### src/rtl/alsu_sched_pkg.sv
// alsu_sched_pkg: shared types and constants for the ALSU round-robin scheduler.
package alsu_sched_pkg;

  typedef enum logic [1:0] {
    StIdle,
    StIssue,
    StWait,
    StResp
  } state_e;

  localparam logic [2:0] OP_AND   = 3'd0;
  localparam logic [2:0] OP_XOR   = 3'd1;
  localparam logic [2:0] OP_ADD   = 3'd2;
  localparam logic [2:0] OP_MUL   = 3'd3;
  localparam logic [2:0] OP_SHIFT = 3'd4;
  localparam logic [2:0] OP_ROT   = 3'd5;

  // Input register plus output register inside the ALSU.
  localparam int unsigned ALSU_LAT_DEFAULT = 2;

  // Park values: bypass A with A=0 so the ALSU output settles to 0.
  localparam logic [2:0] PARK_A        = 3'd0;
  localparam logic [2:0] PARK_B        = 3'd0;
  localparam logic [2:0] PARK_OPCODE   = 3'd0;
  localparam logic       PARK_BYPASS_A = 1'b1;
  localparam logic       PARK_CTRL     = 1'b0;

  // Opcodes above OP_ROT have no defined ALSU function.
  function automatic logic is_illegal_op(input logic [2:0] op);
    return op > OP_ROT;
  endfunction

endpackage

### src/rtl/alsu_sched_rr_arbiter.sv
// alsu_sched_rr_arbiter: combinational round-robin pick, searching upward from ptr+1.
module alsu_sched_rr_arbiter #(
  parameter int unsigned NUM_REQ = 4,
  parameter int unsigned ID_W    = 2
) (
  input  logic [NUM_REQ-1:0] req,
  input  logic [ID_W-1:0]    ptr,
  input  logic               en,
  output logic [NUM_REQ-1:0] gnt,
  output logic [ID_W-1:0]    gnt_id,
  output logic               gnt_valid
);

  // First requester after the pointer wins; wraps from NUM_REQ-1 back to 0.
  always_comb begin
    int unsigned idx;
    logic [ID_W-1:0] sel;
    gnt       = '0;
    gnt_id    = '0;
    gnt_valid = 1'b0;
    idx       = 0;
    sel       = '0;
    for (int unsigned k = 1; k <= NUM_REQ; k++) begin
      idx = (int'(ptr) + k) % NUM_REQ;
      sel = ID_W'(idx);
      if (en && !gnt_valid && req[sel]) begin
        gnt_valid = 1'b1;
        gnt[sel]  = 1'b1;
        gnt_id    = sel;
      end
    end
  end

endmodule

### src/rtl/alsu_sched.sv
// alsu_sched: round-robin scheduler sharing one ALSU between NUM_REQ requesters.
// Optional: define ALSU_OPCHECK_EN to reject opcodes 6/7 without touching the ALSU.
module alsu_sched
  import alsu_sched_pkg::*;
#(
  parameter int unsigned NUM_REQ  = 4,
  parameter int unsigned ID_W     = 2,
  parameter int unsigned ALSU_LAT = ALSU_LAT_DEFAULT
) (
  input  logic                 clk,
  input  logic                 rst_n,
  input  logic [NUM_REQ-1:0]   req,
  input  logic [3*NUM_REQ-1:0] req_opcode,
  input  logic [3*NUM_REQ-1:0] req_a,
  input  logic [3*NUM_REQ-1:0] req_b,
  input  logic [NUM_REQ-1:0]   req_cin,
  input  logic [NUM_REQ-1:0]   req_si,
  input  logic [NUM_REQ-1:0]   req_dir,
  output logic [NUM_REQ-1:0]   gnt,
  output logic [2:0]           alsu_a,
  output logic [2:0]           alsu_b,
  output logic [2:0]           alsu_opcode,
  output logic                 alsu_cin,
  output logic                 alsu_si,
  output logic                 alsu_direction,
  output logic                 alsu_bypass_a,
  output logic                 alsu_bypass_b,
  output logic                 alsu_red_op_a,
  output logic                 alsu_red_op_b,
  input  logic [5:0]           alsu_out,
  output logic                 rsp_valid,
  output logic [ID_W-1:0]      rsp_id,
  output logic [5:0]           rsp_data,
  output logic                 rsp_err,
  output logic                 busy
);

  localparam int unsigned CntW = (ALSU_LAT > 1) ? $clog2(ALSU_LAT) : 1;
  localparam logic [CntW-1:0] CntLast = CntW'(ALSU_LAT - 1);

  state_e          state_q, state_d;
  logic [ID_W-1:0] ptr_q, ptr_d;
  logic [2:0]      op_q, op_d, a_q, a_d, b_q, b_d;
  logic            cin_q, cin_d, si_q, si_d, dir_q, dir_d;
  logic [CntW-1:0] cnt_q, cnt_d;
  logic            rsp_valid_q, rsp_valid_d, rsp_err_q, rsp_err_d;
  logic [ID_W-1:0] rsp_id_q, rsp_id_d;
  logic [5:0]      rsp_data_q, rsp_data_d;

  logic               arb_en, arb_valid;
  logic [ID_W-1:0]    arb_id;
  logic [2:0]         op_arr [NUM_REQ];
  logic [2:0]         a_arr  [NUM_REQ];
  logic [2:0]         b_arr  [NUM_REQ];

  alsu_sched_rr_arbiter #(
    .NUM_REQ(NUM_REQ),
    .ID_W   (ID_W)
  ) u_arb (
    .req      (req),
    .ptr      (ptr_q),
    .en       (arb_en),
    .gnt      (gnt),
    .gnt_id   (arb_id),
    .gnt_valid(arb_valid)
  );

  // Unpack the per-requester operand slices.
  always_comb begin
    for (int k = 0; k < NUM_REQ; k++) begin
      op_arr[k] = req_opcode[3*k +: 3];
      a_arr[k]  = req_a[3*k +: 3];
      b_arr[k]  = req_b[3*k +: 3];
    end
  end

  // Next-state: arbitration in IDLE/RESP, issue, latency wait, response capture.
  always_comb begin
    state_d     = state_q;
    ptr_d       = ptr_q;
    op_d        = op_q;
    a_d         = a_q;
    b_d         = b_q;
    cin_d       = cin_q;
    si_d        = si_q;
    dir_d       = dir_q;
    cnt_d       = cnt_q;
    rsp_valid_d = 1'b0;
    rsp_err_d   = 1'b0;
    rsp_id_d    = rsp_id_q;
    rsp_data_d  = rsp_data_q;
    arb_en      = 1'b0;
    unique case (state_q)
      StIdle, StResp: begin
        arb_en  = 1'b1;
        state_d = StIdle;
        if (arb_valid) begin
          ptr_d   = arb_id;
          op_d    = op_arr[arb_id];
          a_d     = a_arr[arb_id];
          b_d     = b_arr[arb_id];
          cin_d   = req_cin[arb_id];
          si_d    = req_si[arb_id];
          dir_d   = req_dir[arb_id];
          state_d = StIssue;
`ifdef ALSU_OPCHECK_EN
          // Rejected ops answer straight away and leave the ALSU parked.
          if (is_illegal_op(op_arr[arb_id])) begin
            state_d     = StResp;
            rsp_valid_d = 1'b1;
            rsp_err_d   = 1'b1;
            rsp_id_d    = arb_id;
            rsp_data_d  = '0;
          end
`endif
        end
      end
      StIssue: begin
        cnt_d   = '0;
        state_d = StWait;
      end
      StWait: begin
        // Wait spans ALSU_LAT cycles so the capture edge follows the ALSU output register.
        if (cnt_q == CntLast) begin
          rsp_valid_d = 1'b1;
          rsp_id_d    = ptr_q;  // pointer still holds the owner of the op in flight
          rsp_data_d  = alsu_out;
          state_d     = StResp;
        end else begin
          cnt_d = cnt_q + 1'b1;
        end
      end
      default: state_d = StIdle;
    endcase
  end

  // State and holding registers; reset aborts any operation in flight.
  always_ff @(posedge clk or negedge rst_n) begin
    if (!rst_n) begin
      state_q     <= StIdle;
      ptr_q       <= ID_W'(NUM_REQ - 1);
      op_q        <= '0;
      a_q         <= '0;
      b_q         <= '0;
      cin_q       <= 1'b0;
      si_q        <= 1'b0;
      dir_q       <= 1'b0;
      cnt_q       <= '0;
      rsp_valid_q <= 1'b0;
      rsp_err_q   <= 1'b0;
      rsp_id_q    <= '0;
      rsp_data_q  <= '0;
    end else begin
      state_q     <= state_d;
      ptr_q       <= ptr_d;
      op_q        <= op_d;
      a_q         <= a_d;
      b_q         <= b_d;
      cin_q       <= cin_d;
      si_q        <= si_d;
      dir_q       <= dir_d;
      cnt_q       <= cnt_d;
      rsp_valid_q <= rsp_valid_d;
      rsp_err_q   <= rsp_err_d;
      rsp_id_q    <= rsp_id_d;
      rsp_data_q  <= rsp_data_d;
    end
  end

  // ALSU drive: latched fields while active, park values otherwise.
  always_comb begin
    alsu_a         = PARK_A;
    alsu_b         = PARK_B;
    alsu_opcode    = PARK_OPCODE;
    alsu_cin       = PARK_CTRL;
    alsu_si        = PARK_CTRL;
    alsu_direction = PARK_CTRL;
    alsu_bypass_a  = PARK_BYPASS_A;
    alsu_bypass_b  = PARK_CTRL;
    alsu_red_op_a  = PARK_CTRL;
    alsu_red_op_b  = PARK_CTRL;
    if (state_q == StIssue || state_q == StWait) begin
      alsu_a         = a_q;
      alsu_b         = b_q;
      alsu_opcode    = op_q;
      alsu_cin       = cin_q;
      alsu_si        = si_q;
      alsu_direction = dir_q;
      alsu_bypass_a  = 1'b0;
    end
  end

  assign rsp_valid = rsp_valid_q;
  assign rsp_id    = rsp_id_q;
  assign rsp_data  = rsp_data_q;
  assign rsp_err   = rsp_err_q;
  assign busy      = (state_q != StIdle);

endmodule

### config.mk
export PLATFORM = sky130hd
export DESIGN_NAME = alsu_sched
export DESIGN_NICKNAME = d
export VERILOG_FILES = /design/src/rtl/alsu_sched_pkg.sv /design/src/rtl/alsu_sched_rr_arbiter.sv /design/src/rtl/alsu_sched.sv
export SDC_FILE = /design/constraint.sdc
export NUM_CORES = 1
export LEC_CHECK = 0
export ABC_AREA = 1
export ABC_CLOCK_PERIOD_IN_PS = 7300
export BUFFER_PORTS_ARGS = -buffer_cell sky130_fd_sc_hd__buf_2
export CAP_MARGIN = 20
export CORE_MARGIN = 4
export CORE_UTILIZATION = 42
export DETAILED_ROUTE_END_ITERATION = 8
export PLACE_DENSITY_LB_ADDON = 0.25
export SYNTH_ARGS = -nofsm -noshare
export SYNTH_HDL_FRONTEND = slang
export SYNTH_SLANG_ARGS = --single-unit
### constraint.sdc
create_clock -name clk -period 7.3 [get_ports clk]
set_clock_uncertainty 0.1 [all_clocks]
set_input_delay 1.095 -clock clk [delete_from_list [all_inputs] [get_ports clk]]
set_output_delay 1.095 -clock clk [all_outputs]
set_load 0.005 [all_outputs]
==> results.md, run 1 <==
* Met1 usage at 0.251
* Remaining routing DRC violations at 0
* Dpl cell area at 2590 sq um
* # nets final at 487
* Most used routing layer: met2
* Routed wire length at 5.56 mm
* Share of post-route cells with drive strength above 1 at 0.269
* Mapped Cells at 345
* # rows at 25
* PnR worst setup slack at 3.54 ns
* Worst path arrival time at 2.57 ns
* Clk_lat worst skew at 0.26 ns
* First-pass GRT wire length at 9.05 mm
* Via count at 2,277
* Placeable Area at 4850 sq um
* RSZ-0062 raised after global routing: false
* Worst Hold Path EP: rsp_data[1]
* Setup TNS at 0 ns
* Count of final setup violators at 0
* M3 GR Usage at 0.0226
* CP max stage delay at 0.64 ns
* Final slew viol count at 0
* Clk slew on worst S/H paths at 0.08 ns
* Setup crit end kind: output pin
* Area growth syn-to-layout at 21.9%
* DR WL/cell at 11.4 um
* Kind of critical path: register to output pin
* Die area at 6360 sq um
* RD Place Congestion at 0.915
* Initial DRC Count at 110
* Worst rel slew slack at 0.627
* GRT Util Overall at 0.173
* Resized cells post-CTS at 0
* Final instance area at 2640 sq um
* Hold Crit Class: register to register
* Slew @ Worst Pin at 0.560 ns
* Worst path cell trace: inv_2 -> ha_1 -> inv_1 -> nand3_1 -> nand2_1 -> inv_1 -> nand4_1 -> nor2_1 -> a221oi_1 -> o21ai_0 -> buf_2
* Num CTS Buffers at 3
* CP required at 6.11 ns
* Vias/cell at 4.68
* Router iterations before antenna repair at 4
* CP Launch Type: register
* Unique masters post-synth at 26
* R2r worst-path depth at 13
* Post-route ant nets at 0
* Die X at 79.8 um
* R2r endpoint: si_q
* Period Utilization, post-route at 0.515
* Hold-fix buffers at CTS at 0
* Max H-tree Level at 1
* Placement Setup Slack at 3.82 ns
* Die H at 79.8 um
* Post-CTS Repair Setup Buffers at 0
* Crit path max-delay cell type: dfstp_2
* Tmin final at 3.76 ns
* Clk sink count at 26
* Max Freq at 0.266 GHz
* Sequential fraction of the synthesis area at 0.302
* CP Max Fanout at 9
* Min-delay src: rsp_data[1]
* Root Buffer: clkbuf_8
* Critical R2R Launch: ptr_q[0]
* CTS max path bufs at 2
* FF+latch count, synth at 26
* Initial antenna violation count at 0
* Met2 Use GR at 0.270
* Avg Cell Area, Syn at 6.27 sq um
* R2r setup slk at 4.06 ns
* Post-Syn Area at 2160 sq um
* CP most frequent cell: inv_1
* Hold Crit Depth at 2
* Number of inserted diodes at 0
* Most common cell after layout, fill and taps aside: nand2_1
* Final Hold Viols at 0
* Most frequent cells in the layout: nand2_1 (121), buf_2 (86), inv_1 (61)
* Number of global-route vias before repair at 2,011
* Num ports at 91
* Initial core utilization at 0.446
* Max_cap viols at 0
* Status: finished, final reports clean
* CTS tree: built
* Hpwl dp at 4.33 mm
* IO buf count at 86
* Ys Warns at 0
* Largest net degree at the start of global routing at 27
* GRT overflow at 0
synth_stat cells (all sizes together):
master	count	area (sq um)
ha	6	75.1
o21ai	10	50.1
nand4	2	12.5
o221ai	1	8.76
clkbuf	5	18.8
nand2	127	497
nand3b	11	82.6
inv	68	255
a22oi	1	7.51
conb	1	3.75
dfrtp	24	601
dfstp	2	52.6
a21oi	2	10.0
buf	13	78.8
a221oi	1	8.76
o22ai	2	12.5
nand3	62	355
nor2	7	33.8
routing by layer:
metal	vias up	part of all wire
li1	1201	-
met1	993	0.50
met2	81	0.43
met3	2	0.067
met4	0	0.0068
met5	-	0
state kept, by name, summed over array words and instances, names as in the netlist:
register   flops
cnt_q          1
ptr_q          2
rsp_id         2
rsp_data       6
dir_q          1
a_q            3
b_q            3
state_q        2
si_q           1
rsp_valid      1
cin_q          1
op_q           3
worst max-delay path, delay by kind of cell (launching register included):
kind                     cells  cell delay (ns)
flip-flops                   1             0.64
AND/OR/NAND/NOR              4             0.48
buffers and inverters        4             0.47
adder cells (fa/ha/maj)      1             0.38
AO/OA/AOI/OAI                2             0.34
worst max-delay path by stage:
stage	start	to	slack [ns]	cells after the start
final	ptr_q[0]	gnt[1]	3.54	11
after detailed placement	req[2]	gnt[1]	3.82	10
after CTS	ptr_q[0]	gnt[1]	3.55	11
after global placement	req[2]	gnt[3]	3.92	10
after floorplan	req[2]	gnt[3]	4.21	8
after global routing	ptr_q[0]	gnt[1]	3.40	11
stage by stage:
stage          cells   util  hold WS [ns]
2_1_floorplan    348      -         0.349
3_3_place_gp     483  0.534         0.359
3_5_place_dp     483  0.534         0.362
4_1_cts          487  0.544         0.384
5_1_grt          487  0.544         0.401
6_report         487  0.544         0.379
logic make-up after synthesis:
group	count (synthesis)	share of synthesized area
simple gates	209	0.453
buf+inv	86	0.163
flops	26	0.302
compound gates	17	0.0451
fa+ha+maj	6	0.0347
other cells	1	0.00173
final cells by class:
class	count	area, sq um
clock buffers	4	45.0
fillers	503	2210
inverters	68	255
multi-input cells	236	1170
flip-flops and latches	26	653
well taps	67	83.8
repair buffers	86	430
Power of run 1 is left out: the tool's default activity adds up to more than one toggle a clock period on the data nets, which glitch-free logic cannot reach.
==> inputs of run 2 (changes only) <==
Settings changed: ABC_CLOCK_PERIOD_IN_PS 7300 to 3400.
Clock period 7.3 ns to 3.4 ns, I/O delays scaled along.
==> results.md, run 2 (synthesis results as in run 1) <==
* Initial DRC Count at 95 (-14%)
* Crit path max-delay cell type: dfstp_2
* Initial antenna violation count at 0 (unchanged)
* Via count at 2,281 (+0.18%)
* Peak VDD IR at 0.863 mV
* CP max stage delay at 0.63 ns (about the same)
* Met3 Wirelength at 410 um (+9.9%)
* Hold Crit Class: primary input to asynchronous set/reset pin
* Hold WS at 0.126 ns (-0.253 ns)
* Period Utilization, post-route at 0.897
* GRT Util Overall at 0.179 (+0.00533)
* Final slew viol count at 0 (unchanged)
* # nets final at 490 (+0.62%)
* P_int at 0.00154 W
* R2r setup slk at 0.62 ns (-3.44 ns)
* First-pass GRT wire length at 9.52 mm (+5.2%)
* RSZ-0062 raised after global routing: false
* Most frequent cells in the layout: nand2_1 (121), buf_2 (86), inv_1 (61)
* Status: finished, final reports clean
* CP required at 2.79 ns (-3.32 ns)
* Net Sw Power at 0.00195 W
* Clk_lat worst skew at 0.26 ns (about the same)
* Max Freq at 0.328 GHz
* Placeable Area at 4850 sq um (unchanged)
* Die area at 6360 sq um (unchanged)
* Power Dens Cells at 1310 nW/um^2
* Setup TNS at 0 ns (unchanged)
* Worst path cell trace: inv_2 -> ha_1 -> inv_1 -> nand3_1 -> nand2_1 -> inv_1 -> nand4_1 -> nor2_1 -> a221oi_1 -> o21ai_0 -> buf_2
* GRT overflow at 0 (unchanged)
* Area growth syn-to-layout at 23.4%
* Num CTS Buffers at 3 (unchanged)
* Count of final setup violators at 0 (unchanged)
* Post-CTS Repair Setup Buffers at 0 (unchanged)
* Clk slew on worst S/H paths at 0.08 ns (about the same)
* Number of inserted diodes at 0 (unchanged)
* Tmin final at 3.05 ns
* DR WL/cell at 11.4 um (-0.25%)
* CP most frequent cell: inv_1
* Root Buffer: clkbuf_8
* Setup crit end kind: output pin
* Share of post-route cells with drive strength above 1 at 0.277 (+0.00755)
* # rows at 25 (unchanged)
* Worst rel slew slack at 0.630 (+0.00366)
* Num ports at 91 (unchanged)
* Die H at 79.8 um (unchanged)
* CTS max path bufs at 2 (unchanged)
* Switching Fraction at 0.558
* Max H-tree Level at 1 (unchanged)
* Number of global-route vias before repair at 2,175 (+8.2%)
* Clk sink count at 26 (unchanged)
* Router iterations before antenna repair at 4 (unchanged)
* Top Layer Used: met4
* Post-route ant nets at 0 (unchanged)
* Leak Pwr at 1.71 nW
* Die X at 79.8 um (unchanged)
* Worst path arrival time at 2.44 ns (-0.13 ns)
* Vias/cell at 4.66 (-0.44%)
* M1 WL at 2.72 mm (-2.3%)
* Remaining routing DRC violations at 0 (unchanged)
* Max_cap viols at 0 (unchanged)
* IO buf count at 86 (unchanged)
* Initial core utilization at 0.446 (unchanged)
* Clock share of power at 0.055
* Final Hold Viols at 0 (unchanged)
* Hpwl dp at 4.58 mm (+5.8%)
* CP Max Fanout at 9 (unchanged)
* Slew @ Worst Pin at 0.555 ns (-0.00549 ns)
* Largest net degree at the start of global routing at 27 (unchanged)
* Comb power frac at 0.774
* Met2 routed WL at 2.43 mm (+2.2%)
* Most common cell after layout, fill and taps aside: nand2_1
* Routed wire length at 5.58 mm (+0.36%)
* RD Place Congestion at 0.912 (-0.24%)
* Max reg flops at 6 (unchanged)
* Sequential Power Share at 0.171
* CTS tree: built
* CP Launch Type: register
* Hold-fix buffers at CTS at 0 (unchanged)
* Kind of critical path: register to output pin
* Resized cells post-CTS at 0 (unchanged)
==> run 2: stage by stage <==
| stage | worst slack, ns | instance area [sq um] | cells | power [W] | utilization |
|---|---|---|---|---|---|
| after detailed placement | 0.654 | 2610 | 486 | 0.00331 | 0.539 |
| after global routing | 0.168 | 2670 | 490 | 0.00397 | 0.550 |
| final | 0.349 | 2670 | 490 | 0.00349 | 0.550 |
| after CTS | 0.345 | 2670 | 490 | 0.00351 | 0.550 |
| after global placement | 0.674 | 2610 | 486 | 0.00328 | 0.539 |
| after floorplan | 0.971 | 2170 | 348 | 0.00266 | - |
==> run 2: worst max-delay path, delay by kind of cell, from the launching register on <==
kind | cells | cell delay (ns)
buffers and inverters | 4 | 0.42
DFF | 1 | 0.63
AOI/OAI and AO/OA | 2 | 0.33
and+or+nand+nor | 4 | 0.43
adders and majority gates | 1 | 0.37
==> run 2: worst paths after layout <==
check	start	to	depth (start not counted)
hold reg to reg	rsp_id[1]	rsp_id[1]	2
hold / removal	rst_n	rsp_data[5]	1
max in group asynchronous	rst_n	ptr_q[1]	1
min in group clk	alsu_out[1]	rsp_data[1]	3
setup / recovery	ptr_q[0]	gnt[1]	11
setup reg to reg	ptr_q[0]	b_q[1]	13
==> run 2: cell type report <==
cell class / count / area, sq um
Fill cell: 502 / 2180
Multi-Input combinational cell: 236 / 1170
Sequential cell: 26 / 653
Timing Repair Buffer: 89 / 453
Inverter: 68 / 255
Tap cell: 67 / 83.8
Clock buffer: 4 / 55.1
==> run 2: power groups by stage <==
stage | sequential [W] | combinational [W] | clock (W)
2_1_floorplan | 0.000589 | 0.00207 | 0
3_3_place_gp | 0.000598 | 0.00268 | 0
3_5_place_dp | 0.000601 | 0.00271 | 0
4_1_cts | 0.000596 | 0.00272 | 0.000199
5_1_grt | 0.000618 | 0.00314 | 0.000215
6_report | 0.000596 | 0.00270 | 0.000192
==> run 2: layer usage <==
metal,up-vias,track usage
met5,-,0
met4,0,0.0321
met3,2,0.0237
met2,89,0.283
met1,981,0.261
li1,1209,-
No activity file was read; power rests on OpenSTA's default activity.
